File: config.mk
export PLATFORM = sky130hd
export DESIGN_NAME = instr_sequencer
export DESIGN_NICKNAME = d
export VERILOG_FILES = /design/src/rtl/instr_sequencer_pkg.sv /design/src/rtl/seq_counter.sv /design/src/rtl/instr_sequencer.sv
export SDC_FILE = /design/constraint.sdc
export NUM_CORES = 1
export LEC_CHECK = 0
export ABC_CLOCK_PERIOD_IN_PS = 2000
export CORE_UTILIZATION = 25
export DETAILED_ROUTE_END_ITERATION = 10
export PLACE_DENSITY_LB_ADDON = 0.15
export SYNTH_ARGS = -nofsm -noshare
export SYNTH_HDL_FRONTEND = slang
export SYNTH_HIERARCHICAL = 1
export SYNTH_SLANG_ARGS = --single-unit
File: constraint.sdc
create_clock -name clk -period 2 [get_ports clk]
set_input_delay 0.3 -clock clk [delete_from_list [all_inputs] [get_ports clk]]
set_output_delay 0.3 -clock clk [all_outputs]
set_load 0.005 [all_outputs]
File: src/rtl/instr_sequencer_pkg.sv
// ============================================================================
// Module : instr_sequencer_pkg
// Opcode map and sequencer state encoding shared by the MPS sequencer files.
// Rev    : 1.0
// ============================================================================
`default_nettype none

package instr_sequencer_pkg;

    // ALU operations sit on odd codes so opcode[0] doubles as the ALU select.
    localparam logic [3:0] OPCODE_NOP   = 4'h0;
    localparam logic [3:0] OPCODE_ADD   = 4'h1;
    localparam logic [3:0] OPCODE_SET   = 4'h2;
    localparam logic [3:0] OPCODE_SUB   = 4'h3;
    localparam logic [3:0] OPCODE_DUP   = 4'h4;
    localparam logic [3:0] OPCODE_AND   = 4'h5;
    localparam logic [3:0] OPCODE_LOAD  = 4'h6;
    localparam logic [3:0] OPCODE_OR    = 4'h7;
    localparam logic [3:0] OPCODE_STORE = 4'h8;
    localparam logic [3:0] OPCODE_XOR   = 4'h9;
    localparam logic [3:0] OPCODE_SHL   = 4'hB;
    localparam logic [3:0] OPCODE_SHR   = 4'hD;
    localparam logic [3:0] OPCODE_HCF   = 4'hE;
    localparam logic [3:0] OPCODE_NOT   = 4'hF;

    typedef enum logic [2:0] {
        SEQ_IDLE   = 3'd0,
        SEQ_FETCH  = 3'd1,
        SEQ_DECODE = 3'd2,
        SEQ_EXEC   = 3'd3,
        SEQ_MEM    = 3'd4,
        SEQ_HALT   = 3'd5
    } seq_state_t;

    function automatic logic op_is_mem(input logic [3:0] op);
        return (op == OPCODE_LOAD) || (op == OPCODE_STORE);
    endfunction

    function automatic logic op_exec_writes(input logic [3:0] op);
        return op[0] || (op == OPCODE_SET) || (op == OPCODE_DUP);
    endfunction

endpackage

`default_nettype wire

File: src/rtl/seq_counter.sv
// ============================================================================
// Module : seq_counter
// Enabled up-counter with selectable wrap-around or saturate-at-all-ones.
// Rev    : 1.0
// ============================================================================
`default_nettype none

module seq_counter #(
    parameter int WIDTH    = 8,
    parameter bit SATURATE = 1'b0
) (
    input  logic             clk,
    input  logic             rst_n,
    input  logic             en,
    output logic [WIDTH-1:0] count
);

    logic [WIDTH-1:0] r_count;
    logic [WIDTH-1:0] w_next;

    generate
        if (SATURATE) begin : g_saturate
            always_comb begin
                w_next = (&r_count) ? r_count : r_count + 1'b1;
            end
        end else begin : g_wrap
            always_comb begin
                w_next = r_count + 1'b1;
            end
        end
    endgenerate

    always_ff @(posedge clk or negedge rst_n) begin
        if (!rst_n) begin
            r_count <= '0;
        end else if (en) begin
            r_count <= w_next;
        end
    end

    assign count = r_count;

endmodule

`default_nettype wire

File: src/rtl/instr_sequencer.sv
// ============================================================================
// Module : instr_sequencer
// Multi-cycle fetch/decode/execute sequencer sharing one memory port between
// instruction fetch and LOAD/STORE. Optional: MPS_SINGLE_STEP_EN adds 'step'.
// Rev    : 1.0
// ============================================================================
`default_nettype none

module instr_sequencer
    import instr_sequencer_pkg::*;
#(
    parameter int PC_W  = 8,
    parameter int CNT_W = 16
) (
    input  logic             clk,
    input  logic             rst_n,
    input  logic             run,
`ifdef MPS_SINGLE_STEP_EN
    input  logic             step,
`endif
    input  logic [3:0]       opcode,
    output logic             mem_req,
    output logic             mem_we,
    output logic             mem_addr_sel,
    input  logic             mem_ack,
    output logic [PC_W-1:0]  pc,
    output logic             ir_load,
    output logic             reg_d_we,
    output logic             alu_en,
    output logic             use_imm,
    output logic             mem_rd,
    output logic             halted,
    output logic [CNT_W-1:0] retired
);

    seq_state_t r_state;
    seq_state_t w_next_state;
    logic       w_start;
    logic       w_pc_inc;
    logic       w_retire;

`ifdef MPS_SINGLE_STEP_EN
    logic r_step_q;

    always_ff @(posedge clk or negedge rst_n) begin
        if (!rst_n) begin
            r_step_q <= 1'b0;
        end else begin
            r_step_q <= step;
        end
    end

    // A step launches one instruction; with run low it falls back to IDLE.
    assign w_start = run || (step && !r_step_q);
`else
    assign w_start = run;
`endif

    always_ff @(posedge clk or negedge rst_n) begin
        if (!rst_n) begin
            r_state <= SEQ_IDLE;
        end else begin
            r_state <= w_next_state;
        end
    end

    always_comb begin
        w_next_state = r_state;
        mem_req      = 1'b0;
        mem_we       = 1'b0;
        mem_addr_sel = 1'b0;
        ir_load      = 1'b0;
        reg_d_we     = 1'b0;
        alu_en       = 1'b0;
        use_imm      = 1'b0;
        mem_rd       = 1'b0;
        halted       = 1'b0;
        w_pc_inc     = 1'b0;
        w_retire     = 1'b0;

        case (r_state)
            SEQ_IDLE: begin
                if (w_start) begin
                    w_next_state = SEQ_FETCH;
                end
            end
            SEQ_FETCH: begin
                mem_req = 1'b1;
                if (mem_ack) begin
                    ir_load      = 1'b1;
                    w_pc_inc     = 1'b1;
                    w_next_state = SEQ_DECODE;
                end
            end
            SEQ_DECODE: begin
                if (opcode == OPCODE_HCF) begin
                    w_retire     = 1'b1;
                    w_next_state = SEQ_HALT;
                end else if (op_is_mem(opcode)) begin
                    w_next_state = SEQ_MEM;
                end else begin
                    w_next_state = SEQ_EXEC;
                end
            end
            SEQ_EXEC: begin
                alu_en       = opcode[0];
                use_imm      = (opcode == OPCODE_SET);
                reg_d_we     = op_exec_writes(opcode);
                w_retire     = 1'b1;
                w_next_state = run ? SEQ_FETCH : SEQ_IDLE;
            end
            SEQ_MEM: begin
                mem_req      = 1'b1;
                mem_addr_sel = 1'b1;
                mem_we       = (opcode == OPCODE_STORE);
                if (mem_ack) begin
                    reg_d_we     = (opcode == OPCODE_LOAD);
                    mem_rd       = (opcode == OPCODE_LOAD);
                    w_retire     = 1'b1;
                    w_next_state = run ? SEQ_FETCH : SEQ_IDLE;
                end
            end
            SEQ_HALT: begin
                halted = 1'b1;
            end
            default: begin
                w_next_state = SEQ_IDLE;
            end
        endcase
    end

    seq_counter #(
        .WIDTH    (PC_W),
        .SATURATE (1'b0)
    ) u_pc_counter (
        .clk   (clk),
        .rst_n (rst_n),
        .en    (w_pc_inc),
        .count (pc)
    );

    seq_counter #(
        .WIDTH    (CNT_W),
        .SATURATE (1'b1)
    ) u_retired_counter (
        .clk   (clk),
        .rst_n (rst_n),
        .en    (w_retire),
        .count (retired)
    );

endmodule

`default_nettype wire

# Word level (Yosys, flattened, before mapping)
# Index checks and enable logic that the tools add are counted.
# classes
addsub	2
eq_ne	13
muxes	20
n_bitwise	2
n_reduce_logical	8
# op_table
cell	count
$pmux 3 s6	1
$add 16x1->16 const B	1
$reduce_and 16->1	1
$mux 3	5
$mux 1	12
$add 8x1->8 const B	1
$eq 4x3->1 const B	2
$eq 4x4->1 const B	2
$eq 3x2->1 const B	2
$eq 3x3->1 const B	2
$ne 2x2->1 const B	3
$eq 4x2->1 const B	1
$reduce_and 4->1	1
$eq 3x1->1 const B	1
$logic_not 3->1	1
$logic_or 1x1->1	3
$pmux 1 s3	1
$not 1->1	2
$pmux 1 s2	1
$reduce_and 2->1	1
$reduce_or 2->1	1
# word_totals
register_bits	27
input_bits	8
out_inout_bits	33
wordCells	48

# Logic depth before layout (Yosys ltp)
# Gate-level depths: netlist of run 1.
# logic_depth
ltp_word	5
depth_mapped	7
depth_no_buf	7

# Hierarchy
# The synthesis of run 1 kept the hierarchy.
# by_module_without_submodules
module	n_inst	cells_each	area_each_um2	seq_area_each_um2
seq_counter at u_retired_counter	1	75	840.8	400.4
instr_sequencer	1	46	392.9	75.1
seq_counter at u_pc_counter	1	26	337.8	200.2

# Worst setup path before layout of run 1
# OpenSTA, ideal clock, no wires.
# synth_path
path_kind	reg2reg
start	register r_state[0]
end	register u_pc_counter.r_count[5], in the netlist u_pc_counter/count[5]
setup_time_ps	79
t_arrival_ps	1918
slack_ps	3
path_stages_with_launch	6
n_path_buf	1
period_less_slack_ps	1997
cell_sequence	dfrtp_1 > buf_4 > nor4bb_1 > nand4_2 > nor2_2 > xor2_1
# synth_between
elab_chain_cells	2
# synth_lines
element	line_no	text
start: declaration	instr_sequencer.sv:36	seq_state_t r_state;
start signal: assignment	instr_sequencer.sv:63	r_state <= w_next_state;
$eq 3x1->1	--	
$mux 1	--	
via ir_load	instr_sequencer.sv:27	output logic ir_load,
end signal: assignment	seq_counter.sv:37	r_count <= w_next;
end: declaration	seq_counter.sv:18	logic [WIDTH-1:0] r_count;
# The timed path passes the listed nets, and every way through them passes these cells.
# A chain may end at the register's enable or synchronous reset.

# Final worst setup path of run 1
# layout_path
start	register r_state[0]
end	output reg_d_we
# layout_between
elab_chain_cells	2
elab_cells_between_ends	3
classes_between	eq/ne: 2; mux: 1
# layout_lines
element	line_no	text
$eq 3x3->1 or $eq 3x2->1 (tied branches)	instr_sequencer.sv:81	case (r_state)
$pmux 1 s2 *	instr_sequencer.sv:81	
end: declaration	instr_sequencer.sv:28	output logic reg_d_we,
# Mark *: on every way between the ends. The rest lies on a longest branch, timed or not.

==> reports/results.ini, run 1 <==
[logic_synthesis]
synth_edf_count = 0
synthArstFlopShare_pct = 100
ys_seq_elements = 27
synth.most_common_cell = dfrtp_1
ys_seq_area_share_pct = 43.0
synth_top_area_share_pct = 43.0
synthFlopType = dfrtp_1
syn_area_mm2 = 0.00157
synthTopCellsByArea = dfrtp_1 43%, xor2_1 6.7%, xnor2_1 3.9%, mux2_2 3.6%, nor2_1 2.6%
synth_top_area_cell = dfrtp_1
synth_common_cells = 27 x dfrtp_1, 12 x xor2_1, 11 x nor2_1, 7 x nand2_1, 7 x xnor2_1
netlist_instances = 147
yosysUniqueCellTypes = 42
avgSynthCellArea_um2 = 10.7
ys_warn_count = 6
synth_nets = 157

[floorplan]
die_w_um = 81.3
start_util_pct = 26.2
die_y_um = 81.3
core_mm2 = 0.00599
io_pins = 41
die_area_mm2 = 0.00661
rows = 28

[status]
status = finished clean

[pwr]
pwr-share-clk_pct = 14.4
vdd_drop_max_v = 0.000606
p_sw_uw = 753
power_mw = 2.20
swShare_pct = 34.2
p_leak_nw = 1.08
p_per_area_mw_per_mm2 = 944
p_int_mw = 1.45
pwr-share-comb_pct = 46.0
power_frac_seq_pct = 39.6

[sta]
finalClockSkew_ns = 0.00714
final.min_clock_period_ns = 1.90
hold_viol_final = 0
whs_ns = 0.396
fin_crit_sh_pct = 95.1
slew_violations = 0
tightest_slew_ns = 0.406
max_freq_mhz = 526
slew_headroom_pct = 73.0
setup_viol_count_final = 0

[setup_path]
required_ns = 1.70
crit_family = buffers and inverters
critPathLaunch = r_state[0]
cp-start-kind = flop
cp_max_fo = 14
rr_startpoint = r_state[1]
r2r_slack_ns = 0.18
worstPathArrival_ns = 1.60
crit_type = flop to primary output
slowest_delay_ns = 0.39
cp-end-kind = primary output
crit_buf_inv = 3
reg2reg_depth = 9
slowest_stage = dfrtp_1
r2r-end = u_pc_counter/count[5]
path_cells = buf_4, buf_12, nand3b_1, a2bb2oi_1, o21ai_0, dlygate4sd2_1

[cts]
cts_hold_buf = 0
cts_tree = done
cts_buffers = 3
h-tree-depth = 1
cts_max_path_buffers = 2
clock_sinks = 27
clk_pin_slew_ns = 0.10
worst_skew_pair.late_latency_ns = 0.27
cts_root_buf = clkbuf_8

[hold_path]
hold_class = primary input to asynchronous set/reset pin

[detailed_routing]
initialDrtViolationCount = 45
ant_nets = 0
remaining_drc_errors = 0
firstDrtPassIters = 4
num_vias = 1343
avgRoutedWirePerCell_um = 12.8
vias_per_cell = 4.65
wl_um = 3710

[job]
cap_violations = 0

[global_routing]
grt_pass1_wl_um = 6370
grt_max_degree = 28
track_usage_pct = 12.5
antenna_found_initial = 0
grt_overflow = 0
grt_pass1_vias = 1355

[cells_and_area]
n_antenna_cell = 0
drive_gt1_share_pct = 25.7
final_cell_area_mm2 = 0.00233
area_delta_synth_final_pct = 48.4
fin_nets = 225

[place]
place_area_mm2 = 0.00220
gp_congestion = 0.782
dp_hpwl_um = 2710
numPortBuffers = 40

## power groups by stage
| stage | clock [mW] | combinational (mW) | sequential, mW |
|---|---|---|---|
| floorplan | 0 | 0.398 | 0.870 |
| global placement | 0 | 0.908 | 0.888 |
| detailed placement | 0 | 0.915 | 0.891 |
| CTS | 0.336 | 1.01 | 0.871 |
| global route | 0.358 | 1.12 | 0.902 |
| finish | 0.316 | 1.01 | 0.872 |
## registers in the layout, indices dropped and copies added (netlist names)
name                     count
r_state                      3
u_pc_counter/count           8
u_retired_counter/count     16
## cells in the final DEF, fill, tap and decap left out, drive strengths merged, types with 6 or more instances in the layout
| master | netlist | final |
|---|---|---|
| buf | 3 | 26 |
| clkdlybuf4s50 | 0 | 28 |
| dfrtp | 27 | 27 |
| dlygate4sd2 | 0 | 8 |
| nand2 | 7 | 7 |
| nand3 | 6 | 6 |
| nand4 | 10 | 10 |
| nor2 | 12 | 12 |
| nor2b | 6 | 6 |
| xnor2 | 7 | 7 |
| xor2 | 12 | 12 |
## cells by family (layout without fill, tap and decap cells)
| family | count (synthesis) | count (layout) | share of synthesized area (%) |
|---|---|---|---|
| simple gates | 72 | 72 | 30.8 |
| flops | 27 | 27 | 43.0 |
| xor+xnor | 19 | 19 | 10.6 |
| compound gates | 16 | 16 | 8.20 |
| buf+inv | 6 | 73 | 2.23 |
| mux | 5 | 5 | 3.58 |
| fa+ha+maj | 2 | 2 | 1.59 |
## stage by stage
stage / utilization [%] / worst slack [ns] / std cells / TNS, ns
2_1_floorplan: - / 0.00288 / 147 / 0
3_3_place_gp: 36.7 / -0.255 / 278 / -2.82
3_5_place_dp: 36.7 / -0.312 / 278 / -3.31
4_1_cts: 38.4 / -0.00642 / 287 / -0.00642
5_1_grt: 38.9 / -0.00904 / 289 / -0.00904
6_report: 38.9 / 0.0980 / 289 / 0
## worst max-delay path by stage
stage,to,slack (ns),cells past startpoint
4_1_cts,alu_en,-0.006,4
3_3_place_gp,mem_we,-0.25,4
2_1_floorplan,u_pc_counter/count[5],0.003,5
3_5_place_dp,mem_we,-0.31,4
5_1_grt,reg_d_we,-0.009,6
6_report,reg_d_we,0.1,6
## metal layers
metal / vias to the layer above / share of wire (%) / track usage, %
met5: - / 0 / 0
met4: 0 / 0.62 / 2.68
met3: 2 / 3.2 / 2.81
met2: 27 / 52 / 22.7
met1: 650 / 44 / 14.7
li1: 664 / - / -
## area by class of cell
class                   instances  area (um^2)
multi-input cells             114          893
flip-flops and latches         27          676
clock buffers                   3         41.3
well taps                      75         93.8
clock inverters                 1         5.00
repair buffers                 66          612
inverters                       3         11.3
fillers                       602         3660
## repair_timing
action,4_1_cts,5_1_grt
setup buffers,5,2
endpoints found under the setup margin,5,8
resized for setup,16,8
pin swaps,1,2
## worst reg2reg max path, cell delays in order, from the launching register on
cell and delay (ns):
dfrtp_1 0.40, buf_4 0.13, buf_4 0.12, buf_6 0.12, nor4bb_4 0.26, buf_4 0.15, buf_4 0.15, nand4_2 0.15
nor2_2 0.12, xor2_1 0.15
No activity file was read; power rests on OpenSTA's default activity.
==> inputs of run 2 (changes only) <==
Settings changed: SLEW_MARGIN from default to 25, TNS_END_PERCENT from default to 30.
==> reports/results.ini, run 2 (synthesis results as in run 1) <==
[global_routing]
grt_pass1_vias = 1343
grt_pass1_wl_um = 6260
grt_overflow = 0
grt_max_degree = 28
track_usage_pct = 12.3
antenna_found_initial = 0

[cts]
clk_pin_slew_ns = 0.10
worst_skew_pair.late_latency_ns = 0.27
cts_tree = done
clock_sinks = 27
h-tree-depth = 1
cts_max_path_buffers = 2
cts_root_buf = clkbuf_8
cts_buffers = 3

[setup_path]
crit_type = flop to primary output
required_ns = 1.70
cp-end-kind = primary output
slowest_delay_ns = 0.50
worstPathArrival_ns = 1.67
critPathLaunch = r_state[1]
cpMostUsedCell = buf_4
cp_max_fo = 4
rr_startpoint = r_state[1]
r2r_slack_ns = 0.11
cp-start-kind = flop
path_cells = buf_4, nor2b_2, buf_4, and2_1, clkdlybuf4s50_1
slowest_stage = clkdlybuf4s50_1

[detailed_routing]
remaining_drc_errors = 0
ant_nets = 0
avgRoutedWirePerCell_um = 12.9
initialDrtViolationCount = 41
vias_per_cell = 4.71
num_vias = 1341
wl_um = 3670
firstDrtPassIters = 4

[sta]
slew_headroom_pct = 74.9
tightest_slew_ns = 0.376
hold_viol_final = 0
final.min_clock_period_ns = 1.97
fin_ws_ns = 0.0324
slew_violations = 0
setup_viol_count_final = 0
rsz0062_at_grt = true
finalClockSkew_ns = 0.00932
max_freq_mhz = 508
whs_ns = 0.395
fin_crit_sh_pct = 98.4

[cells_and_area]
area_delta_synth_final_pct = 46.9
n_antenna_cell = 0
mostFrequentLayoutCell = clkdlybuf4s50_1
layout_common_cells = 30 x clkdlybuf4s50_1, 27 x dfrtp_1, 19 x buf_4
multiInputGateArea_um2 = 897
seq_area_um2 = 676
drive_gt1_share_pct = 24.8
fin_nets = 221
fillers = 597
largest_register_ffs = 16

[status]
status = finished clean

[place]
numPortBuffers = 40
dp_hpwl_um = 2710
gp_congestion = 0.782
pre_cts_ws_ns = -0.312

[pwr]
p_per_area_mw_per_mm2 = 931
power_mw = 2.15
p_leak_nw = 1.06
vdd_drop_max_v = 0.000599

[floorplan]
die_w_um = 81.3
rows = 28
core_mm2 = 0.00599
io_pins = 41
die_y_um = 81.3
die_area_mm2 = 0.00661
start_util_pct = 26.2

[job]
cap_violations = 0

[hold_path]
hold_class = primary input to asynchronous set/reset pin

[run 2: cell count changes in the layout (fill, tap and decap cells not counted), sizes merged]
cell,delta
buf,-4
dlymetal6s2s,+1
clkdlybuf4s50,+2
dlygate4sd2,-3
[run 2: worst paths after layout]
kind	end	depth (start not counted)
min in group clk	u_pc_counter/count[7]	1
worst max-delay path	halted	5
worst min-delay path	u_retired_counter/count[8]	2
worst max register to register	u_retired_counter/count[14]	7
worst min register to register	u_pc_counter/count[7]	1
max in group asynchronous	r_state[0]	2
[run 2: area by class of cell]
cell class,count,share of cell area [%]
multi-input combinational,114,38.9
clock inverter,1,0.217
inverter,3,0.488
sequential,27,29.3
timing repair buffer,62,25.3
tap,75,4.07
clock buffer,3,1.79
[run 2: per-stage QoR]
| step | area, um^2 | setup TNS [ns] | utilization [%] | cells |
|---|---|---|---|---|
| floorplan | 1570 | 0 | - | 147 |
| global placement | 2200 | -2.82 | 36.7 | 278 |
| detailed placement | 2200 | -3.31 | 36.7 | 278 |
| CTS | 2250 | -0.147 | 37.6 | 282 |
| global route | 2310 | -0.158 | 38.5 | 285 |
| finish | 2310 | 0 | 38.5 | 285 |
[run 2: worst max-delay path, delay by kind of cell (launching register included)]
family        cells  cell delay [ns]
buf+inv           3             0.77
flops             1             0.40
simple gates      2             0.24
[run 2: power by group]
part	switching, mW	internal (mW)
clock	0.174	0.140
combinational	0.369	0.593
sequential	0.197	0.678
total	0.739	1.41
[run 2: what timing repair did]
item / CTS / global route
setup buffers: 0 / 3
hold buffers: 0 / 0
endpoints found under the setup margin: 5 / 6
pin swaps: 1 / 0
gates resized for setup: 9 / 14
hold endpoints to repair: 0 / 0
[run 2: layer usage]
metal | vias to the layer above | wire (um) | global-route usage, % | part of all wire (%)
met5 | - | 0 | 0 | 0
met4 | 0 | 23 | 2.68 | 0.63
met3 | 2 | 121 | 2.81 | 3.3
met2 | 25 | 1940 | 22.3 | 53
met1 | 659 | 1590 | 14.5 | 43
li1 | 655 | - | - | -
==> inputs of run 3 (changes only) <==
Settings changed: CORE_UTILIZATION 25 to 48, SLEW_MARGIN 25 to 20.
==> reports/results.ini, run 3 (synthesis results as in run 1) <==
[floorplan]
core_mm2 = 0.00308
start_util_pct = 51.1
die_w_um = 59.2
die_area_mm2 = 0.00351
rows = 20
die_y_um = 59.2
io_pins = 41

[pwr]
p_per_area_mw_per_mm2 = 924
p_leak_nw = 1.01
power_mw = 2.04
vdd_drop_max_v = 0.000713

[place]
dp_hpwl_um = 2510
numPortBuffers = 40
place_area_mm2 = 0.00211
gp_congestion = 0.792

[cts]
cts_tree = done
cts_max_path_buffers = 2
cts_root_buf = clkbuf_4
clk_pin_slew_ns = 0.14
worst_skew_pair.late_latency_ns = 0.32
cts_buffers = 3
clock_sinks = 27
cts_hold_buf = 0
h-tree-depth = 1

[setup_path]
reg2reg_depth = 6
path_cells = buf_4, nand3b_1, nor2_1, clkdlybuf4s50_1
required_ns = 1.70
slowest_stage = clkdlybuf4s50_1
worstPathArrival_ns = 1.67
rr_startpoint = r_state[1]
cp_max_fo = 6
cp-start-kind = flop
cp.depth = 4
critPathLaunch = r_state[0]
slowest_delay_ns = 0.50
crit_type = flop to primary output
crit_family = buffers and inverters
cp-end-kind = primary output
crit_buf_inv = 2

[detailed_routing]
ant_nets = 0
num_vias = 1315
avgRoutedWirePerCell_um = 13.5
wl_um = 3360
vias_per_cell = 5.30
remaining_drc_errors = 0
firstDrtPassIters = 4
initialDrtViolationCount = 33

[cells_and_area]
final_cell_area_mm2 = 0.00220
largest_register_ffs = 16
mostFrequentLayoutCell = clkdlybuf4s50_1
area_delta_synth_final_pct = 40.2
drive_gt1_share_pct = 23.0
n_antenna_cell = 0
fin_nets = 215
layout_common_cells = 33 x clkdlybuf4s50_1, 25 x dfrtp_1, 15 x buf_4

[job]
cap_violations = 0

[sta]
rsz0062_at_grt = true
slew_violations = 0
whs_ns = 0.323
slew_headroom_pct = 75.6
fin_crit_sh_pct = 98.5
hold_viol_final = 0
tightest_slew_ns = 0.366
final.min_clock_period_ns = 1.97
setup_viol_count_final = 0
max_freq_mhz = 508
finalClockSkew_ns = 0.00442

[status]
status = finished clean

[global_routing]
track_usage_pct = 21.4
grt_pass1_wl_um = 5690
antenna_found_initial = 0
grt_pass1_vias = 1290
grt_overflow = 0
grt_max_degree = 28

[hold_path]
hold_class = primary input to asynchronous set/reset pin

run 3: worst reg2reg max path, delay by kind of cell (launching register included):
| kind | cells | cell delay, ns |
|---|---|---|
| and+or+nand+nor | 3 | 0.70 |
| DFF | 1 | 0.47 |
| muxes | 1 | 0.28 |
| buffers and inverters | 1 | 0.17 |
| AOI/OAI and AO/OA | 1 | 0.16 |
run 3: final timing paths:
check | to | slack [ns]
worst min register to register | u_pc_counter/count[7] | 0.48
min in group clk | u_pc_counter/count[7] | 0.48
worst max register to register | u_retired_counter/count[6] | 0.13
worst min-delay path | u_retired_counter/count[0] | 0.32
worst max-delay path | alu_en | 0.03
max in group asynchronous | r_state[0] | 1.40
run 3: what timing repair did:
item,in CTS,in global routing
setup endpoints to repair,8,13
buffers inserted,2,0
gates resized for setup,10,10
pin swaps,1,1
run 3: power breakdown:
group / leakage, nW / internal, mW / switching (mW)
logic: 0.640 / 0.551 / 0.357
registers: 0.352 / 0.681 / 0.207
clock network: 0.0177 / 0.0750 / 0.164
total: 1.01 / 1.31 / 0.728
run 3: layout make-up:
cell class	count	area [um^2]
clock buffers	3	22.5
clock inverters	1	5.00
fillers	255	875
inverters	3	11.3
multi-input cells	114	908
flip-flops and latches	27	678
well taps	44	55.1
repair buffers	56	523
run 3: per-stage QoR:
step	TNS (ns)	std cells	setup WS, ns	util (%)
floorplan	0	147	0.00288	-
global placement	-2.64	242	-0.225	68.5
detailed placement	-3.64	242	-0.300	68.5
CTS	-0.0831	248	-0.0831	70.3
global route	-0.137	248	-0.0465	71.6
finish	0	248	0.0303	71.6
run 3: routing by layer:
metal / part of all wire [%] / vias to the layer above / global-route usage, %
met4: 0.89 / 0 / 6.12
met1: 44 / 640 / 25.2
li1: - / 641 / -
met5: 0 / - / 0
met3: 3.0 / 4 / 2.62
met2: 52 / 30 / 40.3
